<file path="config.mk">
export PLATFORM = sky130hd
export DESIGN_NAME = lut_row_streamer_flat
export DESIGN_NICKNAME = d
export VERILOG_FILES = /design/src/rtl/lut_row_streamer_pkg.sv /design/src/rtl/lut_row_streamer_if.sv /design/src/rtl/lut_stream_fifo.sv /design/src/rtl/lut_row_streamer.sv /design/src/flat_wrapper.sv
export SDC_FILE = /design/constraint.sdc
export NUM_CORES = 1
export LEC_CHECK = 0
export CAP_MARGIN = 20
export CORE_ASPECT_RATIO = 2
export CORE_MARGIN = 4
export CORE_UTILIZATION = 65
export CTS_CLUSTER_SIZE = 12
export DETAILED_ROUTE_END_ITERATION = 10
export DONT_BUFFER_PORTS = 1
export GPL_TIMING_DRIVEN = 0
export PLACE_DENSITY = 0.81
export SYNTH_ARGS = -nofsm -noshare
export SYNTH_HDL_FRONTEND = slang
export SYNTH_SLANG_ARGS = --single-unit
</file>
<file path="constraint.sdc">
create_clock -name clk -period 4.4 [get_ports clk]
set_input_delay 0.66 -clock clk [delete_from_list [all_inputs] [get_ports clk]]
set_output_delay 0.66 -clock clk [all_outputs]
set_load 0.05 [all_outputs]
</file>
<file path="src/rtl/lut_row_streamer_pkg.sv">
// rtl/lut_row_streamer_pkg.sv - shared widths, FSM encoding and credit helper for the LUT row streamer
package lut_row_streamer_pkg;

    // Default LUT geometry shared with the matrix-vector datapath.
    localparam int RAM_WIDTH_DEF     = 32;
    localparam int RAM_ADDR_BITS_DEF = 10;

    // Sequencer state encoding, fixed so the controller can decode it.
    typedef enum logic [1:0] {
        ST_IDLE  = 2'd0,
        ST_ISSUE = 2'd1,
        ST_DRAIN = 2'd2
    } state_e;

    // A read may only go out if the buffered words plus the word still
    // coming back from the LUT leave at least one free FIFO slot. A pop in
    // the same cycle is deliberately not credited, which keeps this path
    // independent of out_ready.
    function automatic logic credit_ok(input int count, input logic inflight, input int depth);
        return (count + int'(inflight)) < depth;
    endfunction

endpackage

</file>
<file path="src/rtl/lut_row_streamer_if.sv">
// rtl/lut_row_streamer_if.sv - command, LUT read and output stream bundle for the LUT row streamer
//
// Signals:
//   start/base_addr/length : command from the matrix-vector controller
//   busy/done              : command status
//   lut_address/lut_data   : LUT read port (data valid one cycle after address)
//   out_valid/out_ready/out_data/out_last : output stream toward the flit packer
// Modports: slave = streamer side, master = controller/LUT/sink side.
interface lut_row_streamer_if
    import lut_row_streamer_pkg::*;
#(
    parameter int RAM_WIDTH     = RAM_WIDTH_DEF,
    parameter int RAM_ADDR_BITS = RAM_ADDR_BITS_DEF
);
    logic                     start;
    logic [RAM_ADDR_BITS-1:0] base_addr;
    logic [RAM_ADDR_BITS:0]   length;
    logic                     busy;
    logic                     done;
    logic [RAM_ADDR_BITS-1:0] lut_address;
    logic [RAM_WIDTH-1:0]     lut_data;
    logic                     out_valid;
    logic                     out_ready;
    logic [RAM_WIDTH-1:0]     out_data;
    logic                     out_last;

    modport slave (
        input  start, base_addr, length, lut_data, out_ready,
        output busy, done, lut_address, out_valid, out_data, out_last
    );

    modport master (
        output start, base_addr, length, lut_data, out_ready,
        input  busy, done, lut_address, out_valid, out_data, out_last
    );
endinterface

</file>
<file path="src/rtl/lut_stream_fifo.sv">
// rtl/lut_stream_fifo.sv - small synchronous FIFO buffering LUT words plus last tag
//
// Ports:
//   clk, rst_n      : clock, asynchronous active-low reset
//   push_i, data_i  : write strobe and word
//   pop_i           : read strobe (head advances)
//   data_o          : head entry
//   empty_o         : no entries held
//   count_o         : number of entries held (0..DEPTH)
module lut_stream_fifo #(
    parameter  int WIDTH = 33,
    parameter  int DEPTH = 4,
    localparam int PW    = (DEPTH > 1) ? $clog2(DEPTH) : 1,
    localparam int CW    = $clog2(DEPTH + 1)
) (
    input  logic             clk,
    input  logic             rst_n,
    input  logic             push_i,
    input  logic [WIDTH-1:0] data_i,
    input  logic             pop_i,
    output logic [WIDTH-1:0] data_o,
    output logic             empty_o,
    output logic [CW-1:0]    count_o
);
    logic [WIDTH-1:0] mem_q [DEPTH];
    logic [PW-1:0]    wr_ptr_q, wr_ptr_d;
    logic [PW-1:0]    rd_ptr_q, rd_ptr_d;
    logic [CW-1:0]    count_q, count_d;
    logic             full;
    logic             do_push;
    logic             do_pop;

    assign full    = (count_q == CW'(DEPTH));
    assign empty_o = (count_q == '0);
    assign count_o = count_q;
    assign data_o  = mem_q[rd_ptr_q];

    // A push into a full FIFO is only legal when the head leaves that cycle.
    assign do_push = push_i && (!full || pop_i);
    assign do_pop  = pop_i && !empty_o;

    always_comb begin
        wr_ptr_d = wr_ptr_q;
        rd_ptr_d = rd_ptr_q;
        count_d  = count_q;
        if (do_push) begin
            wr_ptr_d = (wr_ptr_q == PW'(DEPTH - 1)) ? '0 : wr_ptr_q + PW'(1);
        end
        if (do_pop) begin
            rd_ptr_d = (rd_ptr_q == PW'(DEPTH - 1)) ? '0 : rd_ptr_q + PW'(1);
        end
        case ({do_push, do_pop})
            2'b10:   count_d = count_q + CW'(1);
            2'b01:   count_d = count_q - CW'(1);
            default: count_d = count_q;
        endcase
    end

    always_ff @(posedge clk or negedge rst_n) begin
        if (!rst_n) begin
            wr_ptr_q <= '0;
            rd_ptr_q <= '0;
            count_q  <= '0;
        end else begin
            wr_ptr_q <= wr_ptr_d;
            rd_ptr_q <= rd_ptr_d;
            count_q  <= count_d;
        end
    end

    // Storage needs no reset: entries are only visible once counted.
    always_ff @(posedge clk) begin
        if (do_push) begin
            mem_q[wr_ptr_q] <= data_i;
        end
    end

    overflow_a: assert property (@(posedge clk) disable iff (!rst_n)
        !(push_i && full && !pop_i));

endmodule

</file>
<file path="src/rtl/lut_row_streamer.sv">
// rtl/lut_row_streamer.sv - walks a LUT address range and streams the returned words
//
// Ports:
//   clk, rst_n : clock, asynchronous active-low reset
//   bus        : lut_row_streamer_if.slave (command, status, LUT read port, output stream)
module lut_row_streamer
    import lut_row_streamer_pkg::*;
#(
    parameter int RAM_WIDTH     = RAM_WIDTH_DEF,
    parameter int RAM_ADDR_BITS = RAM_ADDR_BITS_DEF,
    parameter int FIFO_DEPTH    = 4
) (
    input  logic               clk,
    input  logic               rst_n,
    lut_row_streamer_if.slave  bus
);
    localparam int CW = $clog2(FIFO_DEPTH + 1);
    localparam logic [RAM_ADDR_BITS:0] ONE = (RAM_ADDR_BITS + 1)'(1);

    state_e                   state_q;
    logic [RAM_ADDR_BITS-1:0] addr_q;
    logic [RAM_ADDR_BITS:0]   remaining_q;
    logic                     inflight_q;
    logic                     inflight_last_q;
    logic                     done_q;

    logic [CW-1:0]            fifo_count;
    logic                     fifo_empty;
    logic [RAM_WIDTH:0]       fifo_head;

    logic                     issue;
    logic                     last_issue;
    logic                     pop;
    logic                     last_pop;

    // addr_q always holds the address being presented; a read counts as
    // issued in any ISSUE cycle that has credit.
    assign issue      = (state_q == ST_ISSUE) &&
                        credit_ok(int'(fifo_count), inflight_q, FIFO_DEPTH);
    assign last_issue = issue && (remaining_q == ONE);
    assign pop        = !fifo_empty && bus.out_ready;
    assign last_pop   = pop && fifo_head[RAM_WIDTH];

    always_ff @(posedge clk or negedge rst_n) begin
        if (!rst_n) begin
            state_q         <= ST_IDLE;
            addr_q          <= '0;
            remaining_q     <= '0;
            inflight_q      <= 1'b0;
            inflight_last_q <= 1'b0;
            done_q          <= 1'b0;
        end else begin
            done_q          <= 1'b0;
            inflight_q      <= issue;
            inflight_last_q <= last_issue;
            case (state_q)
                ST_IDLE: begin
                    if (bus.start) begin
                        if (bus.length != '0) begin
                            state_q     <= ST_ISSUE;
                            addr_q      <= bus.base_addr;
                            remaining_q <= bus.length;
                        end else begin
                            done_q <= 1'b1;
                        end
                    end
                end
                ST_ISSUE: begin
                    if (issue) begin
                        remaining_q <= remaining_q - ONE;
                        if (remaining_q == ONE) begin
                            state_q <= ST_DRAIN;
                        end else begin
                            // Natural overflow gives the modulo-2^N wrap.
                            addr_q <= addr_q + RAM_ADDR_BITS'(1);
                        end
                    end
                end
                ST_DRAIN: begin
                    if (last_pop) begin
                        state_q <= ST_IDLE;
                        done_q  <= 1'b1;
                    end
                end
                default: state_q <= ST_IDLE;
            endcase
        end
    end

    lut_stream_fifo #(
        .WIDTH (RAM_WIDTH + 1),
        .DEPTH (FIFO_DEPTH)
    ) u_fifo (
        .clk     (clk),
        .rst_n   (rst_n),
        .push_i  (inflight_q),
        .data_i  ({inflight_last_q, bus.lut_data}),
        .pop_i   (pop),
        .data_o  (fifo_head),
        .empty_o (fifo_empty),
        .count_o (fifo_count)
    );

    assign bus.busy        = (state_q != ST_IDLE);
    assign bus.done        = done_q;
    assign bus.lut_address = addr_q;
    assign bus.out_valid   = !fifo_empty;
    // Unwritten FIFO storage is masked so idle outputs read as zero.
    assign bus.out_data    = fifo_empty ? '0 : fifo_head[RAM_WIDTH-1:0];
    assign bus.out_last    = !fifo_empty && fifo_head[RAM_WIDTH];

endmodule

</file>
<file path="src/flat_wrapper.sv">
// flat-port wrapper written by rule: the top's interface ports become plain ports
module lut_row_streamer_flat import lut_row_streamer_pkg::*;
#(
    parameter int RAM_WIDTH     = RAM_WIDTH_DEF,
    parameter int RAM_ADDR_BITS = RAM_ADDR_BITS_DEF,
    parameter int FIFO_DEPTH    = 4
)
  (clk, rst_n, bus_start, bus_base_addr, bus_length, bus_lut_data, bus_out_ready, bus_busy, bus_done, bus_lut_address, bus_out_valid, bus_out_data, bus_out_last);
  lut_row_streamer_if #(.RAM_WIDTH(RAM_WIDTH), .RAM_ADDR_BITS(RAM_ADDR_BITS)) bus_i ();
  input  logic clk;
  input  logic rst_n;
  input wire logic [$bits(bus_i.start)-1:0] bus_start;
  input wire logic [$bits(bus_i.base_addr)-1:0] bus_base_addr;
  input wire logic [$bits(bus_i.length)-1:0] bus_length;
  input wire logic [$bits(bus_i.lut_data)-1:0] bus_lut_data;
  input wire logic [$bits(bus_i.out_ready)-1:0] bus_out_ready;
  output wire logic [$bits(bus_i.busy)-1:0] bus_busy;
  output wire logic [$bits(bus_i.done)-1:0] bus_done;
  output wire logic [$bits(bus_i.lut_address)-1:0] bus_lut_address;
  output wire logic [$bits(bus_i.out_valid)-1:0] bus_out_valid;
  output wire logic [$bits(bus_i.out_data)-1:0] bus_out_data;
  output wire logic [$bits(bus_i.out_last)-1:0] bus_out_last;
  assign bus_i.start = bus_start;
  assign bus_i.base_addr = bus_base_addr;
  assign bus_i.length = bus_length;
  assign bus_i.lut_data = bus_lut_data;
  assign bus_i.out_ready = bus_out_ready;
  assign bus_busy = bus_i.busy;
  assign bus_done = bus_i.done;
  assign bus_lut_address = bus_i.lut_address;
  assign bus_out_valid = bus_i.out_valid;
  assign bus_out_data = bus_i.out_data;
  assign bus_out_last = bus_i.out_last;
  lut_row_streamer #(.RAM_WIDTH(RAM_WIDTH), .RAM_ADDR_BITS(RAM_ADDR_BITS), .FIFO_DEPTH(FIFO_DEPTH)) u_core (.clk(clk), .rst_n(rst_n), .bus(bus_i));
endmodule
</file>
### Yosys cells after proc, flatten, opt, wreduce, memory -nomap -nowiden

Memory sizes are Yosys's and may differ from the RTL's.
Index checks and enable logic that the tools add are counted.

| word-level totals | value |
|---|---|
| register bits after elaboration | 33 |
| word-level logic and storage cells | 76 |
| memories | 1 |
| output and inout bits | 46 |
| RAM bits | 132 |

Memory list:

| name | words | bits a word | read ports | clocked after memory_dff | write ports | line | source |
|---|---|---|---|---|---|---|---|
| u_core.u_fifo.mem_q | 4 | 33 | 1 | 0 | 1 | lut_stream_fifo.sv:25 | `logic [WIDTH-1:0] mem_q [DEPTH];` |

| cells by class | value |
|---|---|
| equal/unequal tests | 14 |
| mux-type cells | 25 |
| order comparisons | 1 |
| $add $sub $neg | 7 |
| reductions and logical operators | 19 |

Operators by type and width:

| operator | number |
|---|---|
| 2-to-1 mux 10 bit | 4 |
| 2-to-1 mux 11 bit | 3 |
| < comparator 32 x 4 -> 1 bit (second input constant) | 1 |
| 2-to-1 mux 32 bit | 1 |
| one-hot mux 11 bit (2 select lines) | 1 |
| one-hot mux 10 bit (2 select lines) | 1 |
| 2-to-1 mux 2 bit | 7 |
| equality test 11 x 1 -> 1 bit (second input constant) | 1 |
| nonzero test 11 bit | 1 |
| subtractor 11 x 1 -> 11 bit (second input constant) | 1 |
| adder 10 x 1 -> 10 bit (second input constant) | 1 |
| AND reduction 5 bit | 2 |
| equality test 2 bit (second input constant) | 4 |
| logical AND 1 bit | 7 |
| inequality test 2 x 1 -> 1 bit (second input constant) | 3 |
| inequality test 2 bit (second input constant) | 3 |
| one-hot mux 2 bit (3 select lines) | 1 |
| one-hot mux 3 bit (2 select lines) | 1 |
| nonzero test 2 bit | 3 |
| 2-to-1 mux 1 bit | 5 |
| adder 2 x 1 -> 2 bit (second input constant) | 2 |
| adder 3 x 1 -> 4 bit | 1 |
| equality test 2 x 1 -> 1 bit (second input constant) | 2 |
| AND reduction 4 bit | 1 |
| other kinds (8) | 9 |

### Longest topological paths before layout

Gate-level depths: netlist of the first run.

| logic depth | value |
|---|---|
| depth in word-level cells | 7 |
| mapped depth | 10 |
| gate-level depth less buffers | 10 |

### Modules after synthesis

Synthesis of the first run repeated with hierarchy kept, for this count alone.

| unflattened totals | value |
|---|---|
| cells, all modules | 435 |
| area total of the unflattened synthesis | 7,006.7 µm² |

By module, submodules not included:

| module | instances | seq. area each (µm²) | cells an instance | area an instance (µm²) |
|---|---|---|---|---|
| lut_stream_fifo | 1 | 4,139.0 | 213 | 5,203.7 |
| lut_row_streamer | 1 | 650.6 | 222 | 1,803.0 |

### Worst setup path before layout of the first run

No wires, ideal clock.

| path | value |
|---|---|
| path kind | reg2out |
| start point | register u_core.u_fifo.rd_ptr_q[0] |
| end point | output port bus_out_data[10] |
| stages on the path, launching flop included | 5 |
| setup slack | 1.862 ns |
| arrival time | 1.878 ns |
| required time | 3.740 ns |
| path through | dfrtp_1 > clkbuf_1 > buf_2 > mux4_2 > and2_1 |

| between the ends | value |
|---|---|
| cells in the longest elaborated chain, start to end | 2 |

RTL lines:

| item | line | source |
|---|---|---|
| from (decl) | lut_stream_fifo.sv:27 | `logic [PW-1:0] rd_ptr_q, rd_ptr_d;` |
| from (signal assigned) | lut_stream_fifo.sv:66 | `rd_ptr_q <= rd_ptr_d;` |
| memory (4 x 33 bit) | - |  |
| 2-to-1 mux 32 bit | lut_row_streamer.sv:109 | `assign bus.out_data = fifo_empty ? '0 : fifo_head[RAM_WIDTH-1:0];` |
| to (decl) | flat_wrapper.sv:21 | `output wire logic [$bits(bus_i.out_data)-1:0] bus_out_data;` |

No other way between the ends.

### Worst setup path in the final report of the first run

| path | value |
|---|---|
| start point | register u_core.u_fifo.rd_ptr_q[0] |
| end point | output port bus_out_data[18] |

Same word-level chain as after synthesis.

==> reports/metrics.yaml, run 1 <==
period_needed_ns: 3.33
fin_nets: 523
ys_types: 51
port_buffers: 0
critPathKind: "reg2out"
finalWirelength_um: 15100
clk_latency_ns: 0.42
hold_ws_ns: 0.0619
grt-ovfl-total: 0
cp-start-kind: "register"
clockRootBuffer: "clkbuf_16"
finalSetupTns_ns: 0
async_flop_share: 0.200
ctsHtreeMaxLevel: 4
drive_gt1_frac: 0.173
finClkSkew_ns: 0.00902
die_x_um: 81.6
antenna_cells: 0
p_per_area_nw_per_um2: 846
std_cell_rows: 53
core_area_um2: 10500
grt_pass1_vias: 4251
synthCells: 436
dpl.hpwl_um: 9480
peakVddDrop_mv: 0.607
cts_resized: 0
grt_antenna_before_repair: 0
yosysSeqAreaShare: 0.681
syn_area_um2: 7040
grt_pass1_wl_um: 23600
final-hold-violation-count: 0
gp_congestion: 0.929
p_leak_nw: 2.74
numCtsBuffers: 17
pre_cts_ws_ns: 1.53
antenna_left: 0
synth_edf_count: 132
vias: 3920
die-area_um2: 12700
track_usage: 0.263
ys.flop_type: "edfxtp_1"
maxSlewHeadroom: 0.377
crit_fanout: 10
period_share: 0.756
drt_iter0_markers: 236
finalWorstSetupSlack_ns: 1.07
drt_pass1_iterations: 5
clockBufferDepth: 2
grt_max_degree: 34
initial_utilization: 0.667
setup.worst_path.start: "u_core.u_fifo.rd_ptr_q[0]"
endpoint_kind: "output pin"
ios: 103
tightest_slew_ns: 0.934
n_fill_cell: 607
ys_seq_elements: 165
ys_warn_count: 0
synth_fp_nets: 503
cts_tree: "yes"
setup_viol: 0
avgViaCountPerCell: 6.47
drv_cap: 0
postCtsSetupBuffers: 0
avgSynthCellArea_um2: 16.1
drc: 0
hold_path.class: "in2async"
rsz0062_at_grt: "no"
clock-sinks: 165
clk_pin_slew_ns: 0.06
status: "finished clean"
crit_arrival_ns: 2.67
r2r-start: "u_core.remaining_q[7]"
layout_commonest_cell: "edfxtp_1"
slew_violations: 0
final_cell_mix: "edfxtp_1, mux4_2, and2_1, dfrtp_1, nand2_1"
wire_per_inst_um: 24.8
fmax_ghz: 0.301
cts_hold_buf: 1
syn2layout_area_growth_pct: 12.2
fp.dieH_um: 155
worstPathRequired_ns: 3.74
## logic make-up after synthesis
family                   share of synthesized area
AO/OA/AOI/OAI                               0.0551
XOR/XNOR                                   0.00374
adder cells (fa/ha/maj)                     0.0189
buffers and inverters                       0.0187
flip-flops                                   0.681
multiplexers                                 0.121
AND/OR/NAND/NOR                              0.101
## routing by layer
| metal | part of all wire | global-route usage | wire length, µm |
|---|---|---|---|
| met5 | 0 | 0 | 0 |
| met3 | 0.070 | 0.0811 | 1050 |
| met1 | 0.35 | 0.284 | 5200 |
| met2 | 0.56 | 0.462 | 8390 |
| met4 | 0.028 | 0.113 | 415 |
## cells in the mapped netlist (3+ instances only)
cell type	count	area, µm²
nor2b_1	3	18.8
nand4_1	4	25.0
o22a_1	3	26.3
nor4_1	4	25.0
inv_1	12	45.0
nand3_1	8	40.0
o22ai_1	3	18.8
mux2i_1	10	100
mux4_2	33	743
dfrtp_1	33	826
edfxtp_1	132	3960
nand2b_1	9	56.3
nor3_1	12	60.1
o21ai_0	14	70.1
nor2_1	14	52.6
and2_1	37	231
a2bb2oi_1	7	61.3
a21oi_1	3	15.0
nand2_1	19	71.3
a31oi_1	4	25.0
ha_1	9	113
buf_2	6	30.0
nor3b_1	4	30.0
and3_1	3	18.8
clkbuf_1	15	56.3
o211ai_1	4	30.0
## final timing paths
path | depth (start not counted) | end | slack (ns)
max | 4 | bus_out_data[18] | 1.07
min | 1 | u_core.remaining_q[5] | 0.06
max reg2reg | 5 | u_core.bus.lut_address[7] | 2.07
min reg2reg | 0 | u_core.u_fifo.mem_q[2][32] | 0.51
max in group asynchronous | 1 | u_core.u_fifo.count_o[0] | 4.14
min in group clk | 0 | u_core.u_fifo.mem_q[1][11] | 0.33
## critical path, stage by stage, from the launching register on
cell and delay [ns]:
dfrtp_1 0.36, clkbuf_1 0.48, buf_2 0.47, mux4_2 0.58
and2_1 0.36
## stage by stage
stage               cells  utilization  total power, W  cell area, µm²
detailed placement    573        0.684         0.00503            7210
global route          606        0.748         0.00699            7890
floorplan             436            -         0.00457            7040
finish                606        0.748         0.00668            7890
global placement      573        0.684         0.00494            7210
CTS                   606        0.748         0.00670            7890
## power breakdown
group / leakage (nW) / switching (W) / total (W) / internal [W]
clock: 0.314 / 0.000583 / 0.00164 / 0.00106
combinational: 0.835 / 0.00180 / 0.00260 / 0.000805
sequential: 1.59 / 0.000392 / 0.00243 / 0.00204
total: 2.74 / 0.00277 / 0.00668 / 0.00390
## flip-flops by register name, summed over array words and instances (netlist names)
signal and flops:
u_core.inflight_last_q 1, u_core.remaining_q 11, u_core.u_fifo.wr_ptr_q 2, u_core.u_fifo.rd_ptr_q 2, u_core.u_fifo.count_o 3, u_core.state_q 2, u_core.bus.lut_address 10, u_core.u_fifo.mem_q 132
u_core.bus.done 1, u_core.inflight_q 1
## layout make-up
| type | instances | area (µm²) | share of cell area |
|---|---|---|---|
| Clock buffer | 17 | 425 | 0.0539 |
| Tap cell | 137 | 171 | 0.0217 |
| Buffer | 21 | 86.3 | 0.0109 |
| Clock inverter | 15 | 234 | 0.0296 |
| Multi-Input combinational cell | 238 | 2120 | 0.269 |
| Inverter | 12 | 45.0 | 0.00571 |
| Sequential cell | 165 | 4790 | 0.607 |
| Timing Repair Buffer | 1 | 20.0 | 0.00254 |
Power figures use the tool's default switching activity.
==> run 2: changes to the inputs <==
Settings changed: CORE_UTILIZATION 65 to 57, PLACE_DENSITY 0.81 to 0.75.
Clock period 4.4 ns to 2.97 ns, I/O delays scaled along.
==> run 2 against run 1 <==
  * Register-to-register slack lost 1.5 ns
  * Worst hold slack gained 0.067 ns
  * Non-clock buffer count grew 1
  * Critical path depth is the same
  * Sequential share of layout area grew 0.73 points
  * Final area shrank 1.2%
  * Clock skew shrank 0.0010 ns
  * First-iteration DRC count grew 1.3%
  * Core utilization shrank 11 points
  * Largest cell class unchanged
  * Largest power group unchanged
  * Highest routed layer unchanged
==> reports/metrics.yaml, run 2 (synthesized netlist as in run 1, its figures left out) <==
grt-ovfl-total: 0  # unchanged
drv_cap: 0  # unchanged
core_area_um2: 12100  # +15%
crit_buf_inv: 2  # unchanged
drt_pass1_iterations: 5  # unchanged
crit_fanout: 10  # unchanged
final_cell_area_um2: 7800  # -1.2%
die-area_um2: 14300  # +13%
initial_utilization: 0.580  # -0.0870
grt_pass1_wl_um: 22000  # -6.8%
p_total_w: 0.00935  # +40%
vias: 3889  # -0.79%
utilization: 0.643  # -0.105
numCtsBuffers: 17  # unchanged
avgViaCountPerCell: 6.30  # -2.6%
peakVddDrop_mv: 0.687  # +13%
cp_top_family: "buffers and inverters"
p_per_area_nw_per_um2: 1200  # +42%
drt_iter0_markers: 239  # +1.3%
hold_path.class: "in2reg"
track_usage: 0.206  # -0.0566
worst_path_largest_cell_delay_ns: 0.56  # -0.02 ns
gp_congestion: 0.946  # +1.8%
top_register: "u_core.u_fifo.mem_q"
critPathKind: "reg2out"
largest_reg_flops: 132  # unchanged
grt_max_degree: 34  # unchanged
grt_antenna_before_repair: 0  # unchanged
worstPathRequired_ns: 2.52  # -1.22 ns
fp.dieH_um: 165  # +6.4%
rsz0062_at_grt: "no"
cts_tree: "yes"
syn2layout_area_growth_pct: 10.8
finalWirelength_um: 13900  # -7.7%
crit_arrival_ns: 2.31  # -0.36 ns
dpl_cell_area_um2: 7220  # +0.17%
fmax_ghz: 0.363
fin_nets: 524  # +0.19%
finalSetupTns_ns: 0  # unchanged
n_fill_cell: 864  # +42%
status: "finished clean"
maxSlewHeadroom: 0.405  # +0.0276
crit_path_cell_trace: "clkbuf_2, buf_2, mux4_2, and2_1"
ios: 103  # unchanged
setup_viol: 0  # unchanged
port_buffers: 0  # unchanged
wire_per_inst_um: 22.5  # -9.4%
clk_latency_ns: 0.41  # about the same
hold_ws_ns: 0.129  # +0.0671 ns
drc: 0  # unchanged
cp-start-kind: "register"
period_share: 0.927
clk_pin_slew_ns: 0.06  # about the same
p_leak_nw: 2.70  # -1.3%
dpl.hpwl_um: 9500  # +0.16%
slew_violations: 0  # unchanged
antenna_left: 0  # unchanged
crit_slowest_cell: "mux4_2"
std_cell_rows: 57  # +7.5%
final-hold-violation-count: 0  # unchanged
die_x_um: 86.6  # +6.1%
grt_pass1_vias: 4169  # -1.9%
drive_gt1_frac: 0.179  # +0.00602
tightest_slew_ns: 0.893  # -0.0414 ns
ctsHtreeMaxLevel: 4  # unchanged
final_cell_mix: "edfxtp_1, mux4_2, and2_1, dfrtp_1, nand2_1"
antenna_cells: 0  # unchanged
clock-sinks: 165  # unchanged
period_needed_ns: 2.75
clockBufferDepth: 2  # unchanged
layout_commonest_cell: "edfxtp_1"
clockRootBuffer: "clkbuf_16"
postCtsSetupBuffers: 0  # unchanged
finClkSkew_ns: 0.00800  # -0.00101 ns
endpoint_kind: "output pin"
-- run 2: cell count changes in the layout (fill, tap and decap cells not counted) --
cell	delta
bufinv_16	-6
clkbuf_2	+5
clkinv_4	+5
clkbuf_1	-3
clkinv_2	-2
clkinvlp_4	-2
inv_6	+2
buf_2	-1
buf_4	+1
dlygate4sd3_1	+1
inv_8	+1
-- run 2: stage by stage --
| stage | std cells | worst slack [ns] |
|---|---|---|
| 2_1_floorplan | 436 | 0.647 |
| 3_5_place_dp | 583 | 0.349 |
| 5_1_grt | 617 | 0.0374 |
| 6_report | 617 | 0.217 |
| 3_3_place_gp | 583 | 0.386 |
| 4_1_cts | 617 | 0.0579 |
-- run 2: per-layer routing --
metal,GRT usage,share of wire,up-vias
li1,-,-,1740
met1,0.217,0.35,1965
met2,0.380,0.57,157
met3,0.0596,0.060,27
met4,0.0794,0.021,0
met5,0,0,-
-- run 2: worst paths after layout --
kind                                      startpoint                         end  slack (ns)  cells past startpoint
min in group asynchronous                      rst_n       u_core.remaining_q[8]        0.49                      2
min reg2reg                   u_core.inflight_last_q  u_core.u_fifo.mem_q[3][32]        0.52                      0
max in group asynchronous                      rst_n   u_core.u_fifo.wr_ptr_q[0]        2.30                      2
min                                 bus_lut_data[15]  u_core.u_fifo.mem_q[0][15]        0.13                      0
max                        u_core.u_fifo.rd_ptr_q[0]            bus_out_data[10]        0.22                      4
max reg2reg                    u_core.remaining_q[0]       u_core.remaining_q[8]        0.61                      7
-- run 2: area by class of cell --
cell class | count | area (µm²) | area share
clock buffers | 19 | 433 | 0.0555
clock inverters | 13 | 101 | 0.0130
repair buffers | 2 | 30.0 | 0.00385
inverters | 12 | 45.0 | 0.00578
plain buffers | 21 | 95.1 | 0.0122
multi-input cells | 238 | 2120 | 0.272
flip-flops and latches | 165 | 4790 | 0.614
well taps | 147 | 184 | 0.0236
-- run 2: power breakdown --
part           internal [W]  leakage (nW)  total [W]  switching, W
combinational       0.00120         0.854    0.00383       0.00263
sequential          0.00302          1.59    0.00357      0.000556
clock               0.00108         0.259    0.00195      0.000868
total               0.00530          2.70    0.00935       0.00405
-- run 2: repair_timing --
item,in CTS,in global routing
hold buffers,2,0
endpoints found under the hold margin,33,0
setup endpoints to repair,28,12
gates resized for setup,3,6
==> patch 1: new RTL, settings of run 1 <==
The 3 states of `state_e` get a one-hot encoding in 3 bits.
--- a/src/rtl/lut_row_streamer_pkg.sv
+++ b/src/rtl/lut_row_streamer_pkg.sv
@@ -6,10 +6,10 @@
     localparam int RAM_ADDR_BITS_DEF = 10;
 
     // Sequencer state encoding, fixed so the controller can decode it.
-    typedef enum logic [1:0] {
-        ST_IDLE  = 2'd0,
-        ST_ISSUE = 2'd1,
-        ST_DRAIN = 2'd2
+    typedef enum logic [2:0] {
+        ST_IDLE  = 3'b001,
+        ST_ISSUE = 3'b010,
+        ST_DRAIN = 3'b100
     } state_e;
 
     // A read may only go out if the buffered words plus the word still
Function: no difference found for any inputs over 4 cycles, from zero or initial values and one cycle with rst_n low; so few cycles prove little.
==> patch 1 against run 1 <==
- sequential cell count rose by 1
- first-iteration DRC count rose by 46%
- synthesized cell count rose by 2.3%
- sequential power fell by 5%
- worst setup slack got worse by 17 ps
- largest cell class unchanged
- register-to-register slack got worse by 130 ps
- final area fell by 0.90%
- die area rose by 0.21%
- power fell by 7.6%
- combinational power fell by 6%
- synthesized area rose by 0.23%
- routed wire length rose by 2.5%
- non-clock buffer count did not move
==> patch 1: results <==
group,metric,value,unit
status,status,"complete, no violations",
critical_path,reg2reg_to,"u_core.remaining_q[6]$_DFFE_PN0P_",
placement,gp_congestion,0.933,
route,drt_first_pass_iters,5,
timing,finalClockSkew,9.22,ps
critical_path,rr_startpoint,"u_core.state_q[0]$_DFFE_PN1P_",
critical_path,cp.arrival,2680,ps
clocking,hold_buffers,1,
clocking,clk_pin_slew,70,ps
yosys,ys_top_cells_by_area,"edfxtp_1 56%, dfrtp_1 12%, mux4_2 11%, and2_1 3.3%, ha_1 1.6%",
global_route,grt_pass1_vias,4351,
timing,worst_pin_slew,1010,ps
yosys,synthTopCellsByCount,"132 x edfxtp_1, 37 x and2_1, 33 x dfrtp_1, 33 x mux4_2",
global_route,grt_usage,26.6,%
critical_path,worstPathMaxFanout,10,
critical_path,crit_start,"u_core.u_fifo.count_o[0]$_DFFE_PN0P_",
power_and_ir_drop,peakVddDrop,700,µV
critical_path,ff2ff_setup_slack,1940,ps
clocking,cts-root-buf,"clkbuf_16",
yosys,synthesis.nets,513,
layout,n_fill_cell,606,
placement,dp_hpwl,9950,µm
route,routedWlPerCell,25.0,µm
power_and_ir_drop,leakage,2.68,nW
yosys,ys_types,53,
route,first_iter_violations,345,
route,drt-vias-per-instance,6.56,
yosys,synthArstFlopShare,20.5,%
yosys,seq_area_frac_synth,68.3,%
layout,drive_gt1_share,19.0,%
global_route,grt_start_max_net_pins,34,
min_path,hold_class,"primary input to async pin",
critical_path,rr_worst_depth,8,
critical_path,max_stage_delay,800,ps
layout,n_antenna_cell,0,
critical_path,crit_path_top_delay_cell,"clkbuf_1",
global_route,grt_pass1_wl,23900,µm
layout,nets,533,
placement,dpl_cell_area,0.00723,mm²
placement,numPortBuffers,0,
-- patch 1: changes by cell type in the layout (fill, tap and decap cells not counted), moves of 6 or more --
cell	before	now
bufinv_16	6	0
mux2i_1	10	2
a21oi_1	3	21
a2bb2oi_1	7	0
nor2_1	14	22
nand2b_1	9	1
a31oi_1	4	14
nor3_1	12	5
o21ai_1	0	8
o21ai_0	14	8
-- patch 1: logic make-up (layout without fill, tap and decap cells) --
family | Yosys count | after routing | share of synthesized area (%)
adder cells (fa/ha/maj) | 10 | 10 | 1.88
AND/OR/NAND/NOR | 119 | 119 | 9.17
multiplexers | 36 | 36 | 11.0
AO/OA/AOI/OAI | 77 | 77 | 7.13
XOR/XNOR | 3 | 3 | 0.373
buffers and inverters | 35 | 68 | 2.16
flip-flops | 166 | 166 | 68.3
-- patch 1: how the worst max path moves through the flow --
| stage | endpoint | slack [ps] |
|---|---|---|
| floorplan | bus_out_data[22] | 1920 |
| global placement | bus_out_data[28] | 1540 |
| detailed placement | bus_out_data[28] | 1500 |
| CTS | bus_out_data[28] | 1020 |
| global route | bus_out_data[22] | 930 |
| finish | bus_out_data[28] | 1060 |
-- patch 1: routing by layer --
layer	track usage, %	wire length (µm)	vias up
li1	-	-	1765
met1	27.9	4980	2029
met2	47.9	8840	211
met3	7.47	1190	33
met4	11.6	425	0
met5	0	0	-
-- patch 1: power breakdown --
part           total, mW  switching [mW]  internal, mW
clock network       1.41           0.610         0.799
registers           2.31           0.366          1.95
logic               2.45            1.70         0.750
-- patch 1: area by class of cell --
type | instances | area share [%]
repair buffers | 1 | 0.256
clock buffers | 21 | 6.18
plain buffers | 21 | 1.28
inverters | 14 | 0.672
well taps | 137 | 2.19
multi-input cells | 245 | 26.7
clock inverters | 11 | 1.14
flip-flops and latches | 166 | 61.6
-- patch 1: stage by stage --
step           worst slack, ps  power (mW)  hold slack, ps  utilization, %  instances
3_3_place_gp              1540        4.67             365            68.5        583
2_1_floorplan             1920        4.33             364               -        446
5_1_grt                    930        6.45            53.3            74.2        616
6_report                  1060        6.17            56.6            74.2        616
4_1_cts                   1020        6.19            51.6            74.2        616
3_5_place_dp              1500        4.75             365            68.6        583
==> patch 2: new RTL, settings of run 1 <==
Made on the original files. Change the package constant `RAM_ADDR_BITS_DEF` from 10 to 8.
--- a/src/rtl/lut_row_streamer_pkg.sv
+++ b/src/rtl/lut_row_streamer_pkg.sv
@@ -3,7 +3,7 @@
 
     // Default LUT geometry shared with the matrix-vector datapath.
     localparam int RAM_WIDTH_DEF     = 32;
-    localparam int RAM_ADDR_BITS_DEF = 10;
+    localparam int RAM_ADDR_BITS_DEF = 8;
 
     // Sequencer state encoding, fixed so the controller can decode it.
     typedef enum logic [1:0] {
Interface: changed (resized bus_base_addr, bus_length and bus_lut_address); port bits go from 103 to 97. No check against the original RTL was run, so the function may have changed too.
==> patch 2 against run 1 <==
- clock power fell by 9%
- count of clock-buffer cells in the layout is 2 higher
- routed wire length decreased by 11%
- final area down 4.9%
- core utilization fell by 0.41 points
- power decreased by 5.1%
- die area is 4.3% lower
- global-route usage down 2.2 points
- sequential cell count fell by 4
- non-clock buffer count down 1
- worst setup slack lost 19 ps
- synthesized area decreased by 4.7%
- final cell count is 5.3% lower
- largest power group unchanged
- highest routed layer unchanged
==> patch 2: results <==
group,metric,value,unit
yosys,ys_top_cells_by_area,"edfxtp_1 59%, mux4_2 11%, dfrtp_1 11%, and2_1 3.6%, ha_1 1.7%",
critical_path,reg2reg_to,"u_core.u_fifo.count_o[2]$_DFFE_PN0P_",
layout,n_fill_cell,590,
critical_path,rr_worst_depth,10,
placement,dp_hpwl,8510,µm
yosys,synth_mux_area_share,11.4,%
route,wl_met3,737,µm
global_route,met1_usage,26.8,%
timing,fin_hold_ws,66.4,ps
yosys,synth_fa_ha_area_share,1.98,%
timing,slew_headroom,38.0,%
route,met2WireLength,7630,µm
power_and_ir_drop,clk-power,1.49,mW
yosys,netlist_instances,406,
power_and_ir_drop,clkPwrFrac,23.5,%
global_route,gr-usage-met3,5.92,%
status,status,"complete, no violations",
critical_path,crit_path_top_delay_cell,"clkbuf_1",
route,met1_length,4660,µm
critical_path,endpoint,"bus_out_data[28]",
critical_path,max_stage_delay,740,ps
layout,drive_gt1_share,19.8,%
timing,finalClockSkew,13.1,ps
route,routed_wl,13400,µm
layout,nets,489,
power_and_ir_drop,leakage,2.57,nW
yosys,synthArstFlopShare,18.0,%
yosys,synthesis.nets,469,
timing,fin_crit_sh,76.0,%
yosys,ys_types,49,
global_route,grt_pass1_vias,3991,
critical_path,ff2ff_setup_slack,1960,ps
yosys,synth_compound_area_share,5.75,%
layout,instances_no_fill,574,
route,first_iter_violations,295,
power_and_ir_drop,p_int,3.65,mW
yosys,seq_area_frac_synth,69.9,%
global_route,grt_usage,24.1,%
placement,dpl_cell_area,0.00688,mm²
[patch 2: cell count changes after synthesis, sizes merged, moves of 3 or more]
cell	run 1	this run
a21oi	3	22
mux2i	10	1
nor3	12	4
nand2b	9	2
a2bb2oi	7	1
dfrtp	33	29
nand3	8	12
o211ai	5	1
nand4	4	1
nor2b	3	0
nor3b	4	1
[patch 2: worst register-to-register path: stages, from the launching register on]
cell and delay (ps):
dfrtp_1 470, or3_1 150, clkbuf_1 320, nand2_1 220, inv_2 120, ha_1 190, inv_1 60, fa_1 370
xor2_1 160, nor2_1 160, xnor2_1 140
[patch 2: area by class of cell]
cell class	count	area (µm²)	share of cell area (%)
buffer	20	86.3	1.15
clock buffer	19	443	5.90
clock inverter	13	161	2.15
inverter	12	45.0	0.600
multi-input combinational	213	1890	25.2
sequential	161	4690	62.5
tap	135	169	2.25
timing repair buffer	1	20.0	0.267
[patch 2: what timing repair did]
action	in CTS	in global routing
buffers inserted	0	0
hold buffers	1	0
hold endpoints to repair	29	0
